==> src/rtl/fc_top.sv <==
// fc_top: LeNet fully-connected back end, FC1 (800->500, ReLU) then FC2 (500->10).
// Ports: conv_done/mem_sel start control; banks c/d feed FC1, bank e holds FC1
//   results and feeds FC2, bank f takes scores; 80-bit weight SRAM shared;
//   fc1_done/fc2_done are level flags. srstn is an async active-high reset.
module fc_top #(
  parameter int WEIGHT_WIDTH           = 4,
  parameter int WEIGHT_NUM             = 20,
  parameter int DATA_WIDTH             = 8,
  parameter int DATA_NUM_PER_SRAM_ADDR = 4,
  parameter int WEIGHT_ADDR_WIDTH      = 15,
  parameter int FC_SHIFT               = 7
) (
  input  logic        clk,
  input  logic        srstn,
  input  logic        conv_done,
  input  logic        mem_sel,
  input  logic [DATA_WIDTH*DATA_NUM_PER_SRAM_ADDR-1:0] sram_rdata_c0,
  input  logic [DATA_WIDTH*DATA_NUM_PER_SRAM_ADDR-1:0] sram_rdata_c1,
  input  logic [DATA_WIDTH*DATA_NUM_PER_SRAM_ADDR-1:0] sram_rdata_c2,
  input  logic [DATA_WIDTH*DATA_NUM_PER_SRAM_ADDR-1:0] sram_rdata_c3,
  input  logic [DATA_WIDTH*DATA_NUM_PER_SRAM_ADDR-1:0] sram_rdata_c4,
  output logic [9:0]  sram_raddr_c0,
  output logic [9:0]  sram_raddr_c1,
  output logic [9:0]  sram_raddr_c2,
  output logic [9:0]  sram_raddr_c3,
  output logic [9:0]  sram_raddr_c4,
  input  logic [DATA_WIDTH*DATA_NUM_PER_SRAM_ADDR-1:0] sram_rdata_d0,
  input  logic [DATA_WIDTH*DATA_NUM_PER_SRAM_ADDR-1:0] sram_rdata_d1,
  input  logic [DATA_WIDTH*DATA_NUM_PER_SRAM_ADDR-1:0] sram_rdata_d2,
  input  logic [DATA_WIDTH*DATA_NUM_PER_SRAM_ADDR-1:0] sram_rdata_d3,
  input  logic [DATA_WIDTH*DATA_NUM_PER_SRAM_ADDR-1:0] sram_rdata_d4,
  output logic [9:0]  sram_raddr_d0,
  output logic [9:0]  sram_raddr_d1,
  output logic [9:0]  sram_raddr_d2,
  output logic [9:0]  sram_raddr_d3,
  output logic [9:0]  sram_raddr_d4,
  input  logic [DATA_WIDTH*DATA_NUM_PER_SRAM_ADDR-1:0] sram_rdata_e0,
  input  logic [DATA_WIDTH*DATA_NUM_PER_SRAM_ADDR-1:0] sram_rdata_e1,
  input  logic [DATA_WIDTH*DATA_NUM_PER_SRAM_ADDR-1:0] sram_rdata_e2,
  input  logic [DATA_WIDTH*DATA_NUM_PER_SRAM_ADDR-1:0] sram_rdata_e3,
  input  logic [DATA_WIDTH*DATA_NUM_PER_SRAM_ADDR-1:0] sram_rdata_e4,
  output logic [9:0]  sram_raddr_e0,
  output logic [9:0]  sram_raddr_e1,
  output logic [9:0]  sram_raddr_e2,
  output logic [9:0]  sram_raddr_e3,
  output logic [9:0]  sram_raddr_e4,
  output logic        sram_write_enable_e0,
  output logic        sram_write_enable_e1,
  output logic        sram_write_enable_e2,
  output logic        sram_write_enable_e3,
  output logic        sram_write_enable_e4,
  output logic [3:0]  sram_bytemask_e,
  output logic [9:0]  sram_waddr_e,
  output logic [DATA_WIDTH-1:0] sram_wdata_e,
  output logic        sram_write_enable_f,
  output logic [3:0]  sram_bytemask_f,
  output logic [9:0]  sram_waddr_f,
  output logic [DATA_WIDTH-1:0] sram_wdata_f,
  input  logic [WEIGHT_WIDTH*WEIGHT_NUM-1:0] sram_rdata_weight,
  output logic [WEIGHT_ADDR_WIDTH-1:0]      sram_raddr_weight,
  output logic        fc1_done,
  output logic        fc2_done
);

  localparam int DW = DATA_WIDTH * DATA_NUM_PER_SRAM_ADDR;
  localparam int PW = DATA_WIDTH + WEIGHT_WIDTH;
  localparam logic [8:0] FC1_LAST_O = 9'd499;
  localparam logic [8:0] FC2_LAST_O = 9'd9;
  localparam logic [5:0] FC1_LAST_J = 6'd39;
  localparam logic [5:0] FC2_LAST_J = 6'd24;
  localparam logic [WEIGHT_ADDR_WIDTH-1:0] FC2_BASE = 20000;

  typedef enum logic [1:0] {
    S_IDLE,
    S_FC1,
    S_FC2,
    S_DONE
  } state_t;

  state_t state_q, state_d;

  logic start;
  logic fin1, fin2;

  logic       iss_act, iss_l2, iss_src_c;
  logic [8:0] iss_o;
  logic [5:0] iss_j;
  logic [WEIGHT_ADDR_WIDTH-1:0] w_addr;
  logic [5:0] last_j;
  logic [8:0] last_o;

  logic       p_act, p_l2, p_src_c, p_first, p_last;
  logic [8:0] p_o;

  logic [DW-1:0] dc [5];
  logic [DW-1:0] dd [5];
  logic [DW-1:0] de [5];
  logic [DW-1:0] dw [5];

  logic signed [DATA_WIDTH-1:0]   act_b;
  logic signed [WEIGHT_WIDTH-1:0] wt;
  logic signed [PW-1:0]           prod;
  logic signed [31:0] sum, acc, acc_next, sh;
  logic [DATA_WIDTH-1:0] y1, y2;

  logic [4:0] we_e;
  logic [6:0] wword;
  logic [2:0] wbank;

  assign start = conv_done &&
    (state_q == S_IDLE || state_q == S_DONE);

  always_ff @(posedge clk or posedge srstn) begin
    if (srstn) state_q <= S_IDLE;
    else       state_q <= state_d;
  end

  always_comb begin
    state_d = state_q;
    unique case (state_q)
      S_IDLE: if (start) state_d = S_FC1;
      S_FC1:  if (fin1)  state_d = S_FC2;
      S_FC2:  if (fin2)  state_d = S_DONE;
      S_DONE: if (start) state_d = S_FC1;
      default: state_d = S_IDLE;
    endcase
  end

  assign last_j = iss_l2 ? FC2_LAST_J : FC1_LAST_J;
  assign last_o = iss_l2 ? FC2_LAST_O : FC1_LAST_O;

  // Weight words for both layers are laid out back to back, so the
  // weight address is a plain counter across every chunk of a layer.
  always_ff @(posedge clk or posedge srstn) begin
    if (srstn) begin
      iss_act   <= 1'b0;
      iss_l2    <= 1'b0;
      iss_src_c <= 1'b0;
      iss_o     <= '0;
      iss_j     <= '0;
      w_addr    <= '0;
    end else if (start) begin
      iss_act   <= 1'b1;
      iss_l2    <= 1'b0;
      iss_src_c <= mem_sel;
      iss_o     <= '0;
      iss_j     <= '0;
      w_addr    <= '0;
    end else if (state_q == S_FC1 && fin1) begin
      iss_act <= 1'b1;
      iss_l2  <= 1'b1;
      iss_o   <= '0;
      iss_j   <= '0;
      w_addr  <= FC2_BASE;
    end else if (iss_act) begin
      w_addr <= w_addr + 1'b1;
      if (iss_j == last_j) begin
        iss_j <= '0;
        if (iss_o == last_o) iss_act <= 1'b0;
        else                 iss_o <= iss_o + 1'b1;
      end else begin
        iss_j <= iss_j + 1'b1;
      end
    end
  end

  logic c_on, d_on, e_on;
  logic [9:0] rd_addr;

  assign c_on = iss_act && !iss_l2 && iss_src_c;
  assign d_on = iss_act && !iss_l2 && !iss_src_c;
  assign e_on = iss_act && iss_l2;
  assign rd_addr = {4'b0, iss_j};

  assign sram_raddr_c0 = c_on ? rd_addr : '0;
  assign sram_raddr_c1 = c_on ? rd_addr : '0;
  assign sram_raddr_c2 = c_on ? rd_addr : '0;
  assign sram_raddr_c3 = c_on ? rd_addr : '0;
  assign sram_raddr_c4 = c_on ? rd_addr : '0;
  assign sram_raddr_d0 = d_on ? rd_addr : '0;
  assign sram_raddr_d1 = d_on ? rd_addr : '0;
  assign sram_raddr_d2 = d_on ? rd_addr : '0;
  assign sram_raddr_d3 = d_on ? rd_addr : '0;
  assign sram_raddr_d4 = d_on ? rd_addr : '0;
  assign sram_raddr_e0 = e_on ? rd_addr : '0;
  assign sram_raddr_e1 = e_on ? rd_addr : '0;
  assign sram_raddr_e2 = e_on ? rd_addr : '0;
  assign sram_raddr_e3 = e_on ? rd_addr : '0;
  assign sram_raddr_e4 = e_on ? rd_addr : '0;
  assign sram_raddr_weight = iss_act ? w_addr : '0;

  // Tags travel one cycle behind the addresses to meet the read data.
  always_ff @(posedge clk or posedge srstn) begin
    if (srstn) begin
      p_act   <= 1'b0;
      p_l2    <= 1'b0;
      p_src_c <= 1'b0;
      p_first <= 1'b0;
      p_last  <= 1'b0;
      p_o     <= '0;
    end else begin
      p_act   <= iss_act;
      p_l2    <= iss_l2;
      p_src_c <= iss_src_c;
      p_first <= (iss_j == '0);
      p_last  <= (iss_j == last_j);
      p_o     <= iss_o;
    end
  end

  assign dc[0] = sram_rdata_c0;
  assign dc[1] = sram_rdata_c1;
  assign dc[2] = sram_rdata_c2;
  assign dc[3] = sram_rdata_c3;
  assign dc[4] = sram_rdata_c4;
  assign dd[0] = sram_rdata_d0;
  assign dd[1] = sram_rdata_d1;
  assign dd[2] = sram_rdata_d2;
  assign dd[3] = sram_rdata_d3;
  assign dd[4] = sram_rdata_d4;
  assign de[0] = sram_rdata_e0;
  assign de[1] = sram_rdata_e1;
  assign de[2] = sram_rdata_e2;
  assign de[3] = sram_rdata_e3;
  assign de[4] = sram_rdata_e4;

  always_comb begin
    for (int k = 0; k < 5; k++) begin
      dw[k] = p_l2 ? de[k] : (p_src_c ? dc[k] : dd[k]);
    end
  end

  // Element m of the 20-wide chunk sits in bank m/4, byte m%4 with
  // byte 0 in the top bits; weight m sits in nibble m.
  always_comb begin
    act_b = '0;
    wt    = '0;
    prod  = '0;
    sum   = '0;
    for (int m = 0; m < WEIGHT_NUM; m++) begin
      act_b = dw[m/4][DW-1-DATA_WIDTH*(m%4) -: DATA_WIDTH];
      wt    = sram_rdata_weight[WEIGHT_WIDTH*m +: WEIGHT_WIDTH];
      prod  = PW'(act_b) * PW'(wt);
      sum   = sum + {{(32-PW){prod[PW-1]}}, prod};
    end
  end

  assign acc_next = p_first ? sum : acc + sum;
  assign sh = acc_next >>> FC_SHIFT;

  always_comb begin
    y1 = sh[DATA_WIDTH-1:0];
    if (sh < 0)        y1 = '0;
    else if (sh > 127) y1 = 8'd127;
    y2 = sh[DATA_WIDTH-1:0];
    if (sh < -128)     y2 = 8'h80;
    else if (sh > 127) y2 = 8'd127;
  end

  always_ff @(posedge clk or posedge srstn) begin
    if (srstn)      acc <= '0;
    else if (p_act) acc <= acc_next;
  end

  assign wword = p_o[8:2];
  assign wbank = 3'(wword % 7'd5);

  always_ff @(posedge clk or posedge srstn) begin
    if (srstn) begin
      we_e                <= 5'h1F;
      sram_bytemask_e     <= 4'hF;
      sram_waddr_e        <= '0;
      sram_wdata_e        <= '0;
      sram_write_enable_f <= 1'b1;
      sram_bytemask_f     <= 4'hF;
      sram_waddr_f        <= '0;
      sram_wdata_f        <= '0;
      fin1                <= 1'b0;
      fin2                <= 1'b0;
    end else begin
      we_e                <= 5'h1F;
      sram_bytemask_e     <= 4'hF;
      sram_write_enable_f <= 1'b1;
      sram_bytemask_f     <= 4'hF;
      fin1                <= 1'b0;
      fin2                <= 1'b0;
      if (p_act && p_last && !p_l2) begin
        we_e            <= ~(5'b00001 << wbank);
        sram_bytemask_e <= ~(4'b1000 >> p_o[1:0]);
        sram_waddr_e    <= 10'(p_o / 9'd20);
        sram_wdata_e    <= y1;
        fin1            <= (p_o == FC1_LAST_O);
      end
      if (p_act && p_last && p_l2) begin
        sram_write_enable_f <= 1'b0;
        sram_bytemask_f     <= ~(4'b1000 >> p_o[1:0]);
        sram_waddr_f        <= {3'b0, wword};
        sram_wdata_f        <= y2;
        fin2                <= (p_o == FC2_LAST_O);
      end
    end
  end

  assign sram_write_enable_e0 = we_e[0];
  assign sram_write_enable_e1 = we_e[1];
  assign sram_write_enable_e2 = we_e[2];
  assign sram_write_enable_e3 = we_e[3];
  assign sram_write_enable_e4 = we_e[4];

  always_ff @(posedge clk or posedge srstn) begin
    if (srstn) begin
      fc1_done <= 1'b0;
      fc2_done <= 1'b0;
    end else if (start) begin
      fc1_done <= 1'b0;
      fc2_done <= 1'b0;
    end else begin
      if (fin1) fc1_done <= 1'b1;
      if (fin2) fc2_done <= 1'b1;
    end
  end

endmodule

==> config.mk <==
export PLATFORM = sky130hd
export DESIGN_NAME = fc_top
export DESIGN_NICKNAME = d
export VERILOG_FILES = /design/src/rtl/fc_top.sv
export SDC_FILE = /design/constraint.sdc
export NUM_CORES = 2
export LEC_CHECK = 0
export CAP_MARGIN = 20
export CORE_AREA = 2 2 303 305
export DETAILED_ROUTE_END_ITERATION = 16
export DIE_AREA = 0 0 305 307
export GPL_ROUTABILITY_DRIVEN = 0
export HOLD_SLACK_MARGIN = 0.1
export PLACE_DENSITY = 0.78
export SLEW_MARGIN = 20
export SYNTH_ARGS = -nofsm -noshare
export SYNTH_HDL_FRONTEND = slang
export SYNTH_SLANG_ARGS = --single-unit
==> constraint.sdc <==
create_clock -name clk -period 19.91 [get_ports clk]
set_clock_uncertainty 0.1 [all_clocks]
set_input_delay 5.973 -clock clk [delete_from_list [all_inputs] [get_ports clk]]
set_output_delay 5.973 -clock clk [all_outputs]
set_load 0.02 [all_outputs]
Word-level counts from Yosys, hierarchy flattened
Cells that the tools add are included.

word-level totals
  register bits = 132
  bits of input ports = 564
  logic and storage cells = 165

cells by class
  add/subtract/negate cells = 23
  $mul = 20
  div/mod/pow operators = 2
  $lt $le $gt $ge = 3
  eq/ne operators = 11
  shifts and indexed selects = 2
  muxes and demuxes = 53
  bitwise operators = 2
  reductions and logical operators = 23

operator list
  operator             number
  $mux 32              11
  $mul 8x4->12         20
  $mux 15              4
  $mux 9               6
  $mux 6               8
  $add 32x31->32       1
  $add 30x12->31       1
  $add 29x12->30       1
  $add 28x12->29       1
  $add 27x12->28       1
  $add 26x12->27       1
  $add 25x12->26       1
  $add 24x12->25       1
  $gt 25x8->1 const B  1
  $lt 25x1->1 const B  1
  $lt 25x8->1 const B  1
  $add 23x12->24       1
  $mux 8               3
  $add 22x12->23       1
  $add 21x12->22       1
  $add 20x12->21       1
  $add 19x12->20       1
  $add 18x12->19       1
  $add 17x12->18       1
  37 further kinds     69

Logic depth before layout (Yosys ltp)
  depth in word-level cells = 27
  mapped depth = 48

Worst setup path after synthesis
OpenSTA, ideal clock, no wires.

  path type = in2reg
  from = input sram_rdata_c0[23]
  to = register sram_wdata_f[3]
  library setup time = 99 ps
  data arrival time = 16360 ps
  required time = 19711 ps
  path slack = 3351 ps
  cell stages on the path = 38
  buffers on the path = 1
  cells stage by stage = mux2i_1 > nor2_1 > a21oi_1 > nand2b_1 > inv_1 > fa_1 > inv_1 > fa_1 > fa_1 > inv_1 > fa_1 > fa_1 > fa_1 > fa_1 > fa_1 > fa_1 > inv_1 > fa_1 > [2 not listed] > and4_1 > buf_6 > o2bb2ai_2 > or4_1 > o21ai_1 > nor2_1 > xor2_1 > ha_1 > a21oi_1 > o21ai_0 > a211o_1 > a41oi_1 > mux2_2 > a211o_1 > or3b_1 > nor4_2 > nor2_1 > a311oi_1

between the ends
  word-level cells in the longest chain between the ends = 27

ends and longest elaborated chain
  what                     line  text
  from (decl)              17    input logic [DATA_WIDTH*DATA_NUM_PER_SRAM_ADDR-1:0] sram_rdata_c0,
  $mux 32 * (2 in series)  229   dw[k] = p_l2 ? de[k] : (p_src_c ? dc[k] : dd[k]);
  $mul 8x4->12 *           243   prod = PW'(act_b) * PW'(wt);
  $add 12x12->13 *         244   sum = sum + {{(32-PW){prod[PW-1]}}, prod};
  $add 13x12->14 *         244
  $add 14x12->15 *         244
  $add 15x12->16 *         244
  $add 16x12->17 *         244
  $add 17x12->18 *         244
  [10 not listed]          -
  $add 28x12->29 *         244
  $add 29x12->30 *         244
  $add 30x12->31 *         244
  $add 32x31->32           248   assign acc_next = p_first ? sum : acc + sum;
  $mux 32 *                248
  $gt 25x8->1              257   else if (sh > 127) y2 = 8'd127;
  $mux 8                   257
  $mux 8 *                 256   if (sh < -128) y2 = 8'h80;
  to (signal assigned)     298   sram_wdata_f <= y2;
  to (decl)                58    output logic [DATA_WIDTH-1:0] sram_wdata_f,

Mark *: on every way between the ends. The rest lies on a longest branch, timed or not.
A chain may end at the register's enable or synchronous reset.

Final worst setup path
  from = input sram_rdata_d2[7]
  to = register sram_wdata_f[3]

between the ends
  word-level cells in the longest chain between the ends = 17

ends and longest elaborated chain
  what                     line  text
  from (decl)              29    input logic [DATA_WIDTH*DATA_NUM_PER_SRAM_ADDR-1:0] sram_rdata_d2,
  $mux 32 * (2 in series)  229
  $mul 8x4->12 *           243
  $add 22x12->23 *         244
  $add 23x12->24 *         244
  $add 24x12->25 *         244
  $add 25x12->26 *         244
  $add 26x12->27 *         244
  $add 27x12->28 *         244
  $add 28x12->29 *         244
  $add 29x12->30 *         244
  $add 30x12->31 *         244
  $add 32x31->32           248
  $mux 32 *                248
  $gt 25x8->1              257
  $mux 8                   257
  $mux 8 *                 256

Marks and branches as above.

==> impl_results.md <==
- Outcome: complete, no violations
- CTS HTree Levels: 4
- IO Count: 781
- Clock latency on the worst-skew pair: 0.43 ns
- Initial antenna violation count: 15
- Starting DRT DRC Count: 2448
- Area leader, netlist: fa_1
- Die ar.: 0.0936 mm^2
- Via-per-instance ratio: 5.23
- Final TNS setup: 0 ns
- CTS tree: yes
- Post-synth design cell area: 0.0394 mm^2
- Max incr delay on CP: 0.69 ns
- Cell variety after synth: 94
- Syn avg cell area: 8.97 um^2
- Most used cell, CP: fa_1
- Root Buffer: clkbuf_16
- Unrepaired setup endpoints after global routing: no
- Crit end category: register
- Cell at the slowest stage of the critical path: fa_1
- Leading cell type in the layout, fill and taps excluded: inv_1
- Max Clock Freq: 0.0547 GHz
- Die height: 307 um
- Most frequent cells in the layout: 937 x inv_1, 855 x fa_1, 712 x clkdlybuf4s50_1
- Final worst path period share: 91.8%
- Yosys warns: 0
- Most area-consuming cells after synthesis: fa_1 43%, inv_1 8.9%, dfrtp_1 7.2%
- Tightest Hold Check Type: reg -> reg
- Fin. max-slew vios: 0
- Max-cap violations: 0
- Final WL: 127 mm
- Post_cts resized: 0
- Antenna viol nets, final: 0
- Data required time of the worst path: 20.06 ns
- Clock sinks: 127
- Post-synth EDFFs: 0
- CP Max Fanout: 12
- Seq/Total Area, Yosys: 8.11%
- CTS buffer count: 17
- Fin nets: 6538
- Largest net degree at the start of global routing: 99
- Dpl cells: 6120
- Rel. slew slack: 23.3%
- Number of global-route vias before repair: 34200
- Synth top area share: 43.5%
- Final hold vios: 0
- Worst-margin pin slew: 1.14 ns
- Non-filler instance count after layout: 6159
- FFs w/ async S/R, synth: 100%
- Hold_buf cts: 0
- Pre-antenna DRT Iters: 9
- Fin crit period: 18.27 ns
- Die width: 305 um
- P&R area growth vs syn: 20.6%
- Overflow left after global routing: 0
- Gr usage total: 27.3%
- Layout cells sized above 1: 2.86%
- Synth Instances: 4391
- Worst-path clk slew: 0.07 ns
- Per-cell routed wire length: 20.6 um
- Initial Util: 43.4%
- First-pass GRT wire length: 196 mm
- Post-synthesis register bit count: 127
- # setup viols final: 0
- Std-Cell Rows: 111
- Fillers: 8226
- Core ar.: 0.0907 mm^2
- Buffers on Ports: 712
- Startpoint types: input pin
- Drt drc: 0
- Synth Flop Type: dfrtp_1
- Dpl hpwl: 111 mm
- # Post-CTS Setup Buffers: 0
- Crit Path Category: in -> reg
- Vias: 32200
- CP arrival: 18.43 ns
- Clk buf depth: 2
cell usage after synthesis, types with 14 or more instances:
| library cell | n |
|---|---|
| mux2i_1 | 168 |
| nor2b_1 | 228 |
| ha_1 | 166 |
| xor2_1 | 35 |
| nand2b_1 | 83 |
| nand2_1 | 387 |
| dfrtp_1 | 113 |
| xnor2_1 | 36 |
| inv_1 | 938 |
| nor3_1 | 36 |
| and2_1 | 128 |
| mux2_2 | 14 |
| nand4_1 | 19 |
| buf_1 | 22 |
| a21o_1 | 26 |
| a21oi_1 | 206 |
| dfstp_2 | 14 |
| fa_1 | 855 |
| and3_1 | 14 |
| o21ai_0 | 142 |
| or2_2 | 40 |
| nor2_1 | 257 |
| buf_4 | 140 |
| nand3_1 | 38 |
| clkbuf_1 | 79 |
| o211ai_1 | 17 |
cells by family (layout without fill, tap and decap cells):
kind of cell / after synthesis / count (layout) / synth area share, %
flops: 127 / 127 / 8.11
fa+ha+maj: 1022 / 1022 / 48.8
mux: 183 / 183 / 4.71
simple gates: 1280 / 1280 / 16.2
buf+inv: 1191 / 1698 / 12.7
other cells: 1 / 76 / 0.00952
xor+xnor: 71 / 71 / 1.58
compound gates: 516 / 516 / 7.92
per-layer routing:
| layer | vias up | GRT usage [%] | share of wire, % |
|---|---|---|---|
| li1 | 14300 | - | - |
| met3 | 293 | 4.40 | 7.5 |
| met4 | 2 | 10.7 | 4.3 |
| met1 | 16100 | 33.7 | 37 |
| met2 | 1529 | 47.8 | 51 |
| met5 | - | 0 | 0.0071 |
path summary, 6_finish.rpt:
check	from	to	slack, ns	cells past startpoint
worst min-delay path	iss_src_c$_DFFE_PP0P_	p_src_c$_DFF_PP0_	0.34	0
worst max-delay path	sram_rdata_d2[7]	sram_wdata_f[3]$_DFFE_PP0P_	1.64	38
worst max register to register	p_src_c$_DFF_PP0_	sram_wdata_f[3]$_DFFE_PP0P_	5.21	38
max in group asynchronous	srstn	p_l2$_DFF_PP0_	12.42	3
worst min register to register	iss_src_c$_DFFE_PP0P_	p_src_c$_DFF_PP0_	0.34	0
min in group asynchronous	srstn	sram_wdata_f[2]$_DFFE_PP0P_	5.88	2
state kept, by name, indices dropped and copies added, names as in the netlist, 2 cells and up:
register	count
sram_bytemask_f	4
sram_waddr_e	5
iss_j	6
acc	32
state_q	2
sram_wdata_e	8
p_o	9
we_e	5
iss_o	9
sram_bytemask_e	4
sram_waddr_f	7
w_addr	15
sram_wdata_f	8
metrics by stage:
stage	setup slack (ns)	instance area (um^2)	hold WS, ns	utilization [%]
5_1_grt	0.910	47500	0.351	52.4
3_5_place_dp	1.33	46900	0.318	51.7
4_1_cts	1.72	47500	0.338	52.3
6_report	1.64	47500	0.337	52.4
3_3_place_gp	1.63	46900	0.306	51.7
2_1_floorplan	3.35	39600	0.288	-
layout make-up:
cell class | count | area [um^2] | area share (%)
Sequential cell | 127 | 3200 | 6.75
Clock inverter | 14 | 154 | 0.324
Inverter | 939 | 3530 | 7.43
Clock buffer | 18 | 429 | 0.904
Timing Repair Buffer | 727 | 7240 | 15.2
Multi-Input combinational cell | 3141 | 31400 | 66.2
Antenna cell | 7 | 17.5 | 0.0369
Tap cell | 1186 | 1480 | 3.12
critical path, delay by kind of cell:
family | cells | cell delay, ns
adders and majority gates | 12 | 6.25
and+or+nand+nor | 9 | 2.73
AOI/OAI and AO/OA | 7 | 2.14
buffers and inverters | 8 | 1.09
xor gates and xnor gates | 1 | 0.15
muxes | 1 | 0.06
Power is left out: the tool's default activity adds up to more than one toggle a clock period on the data nets, which glitch-free logic cannot reach.
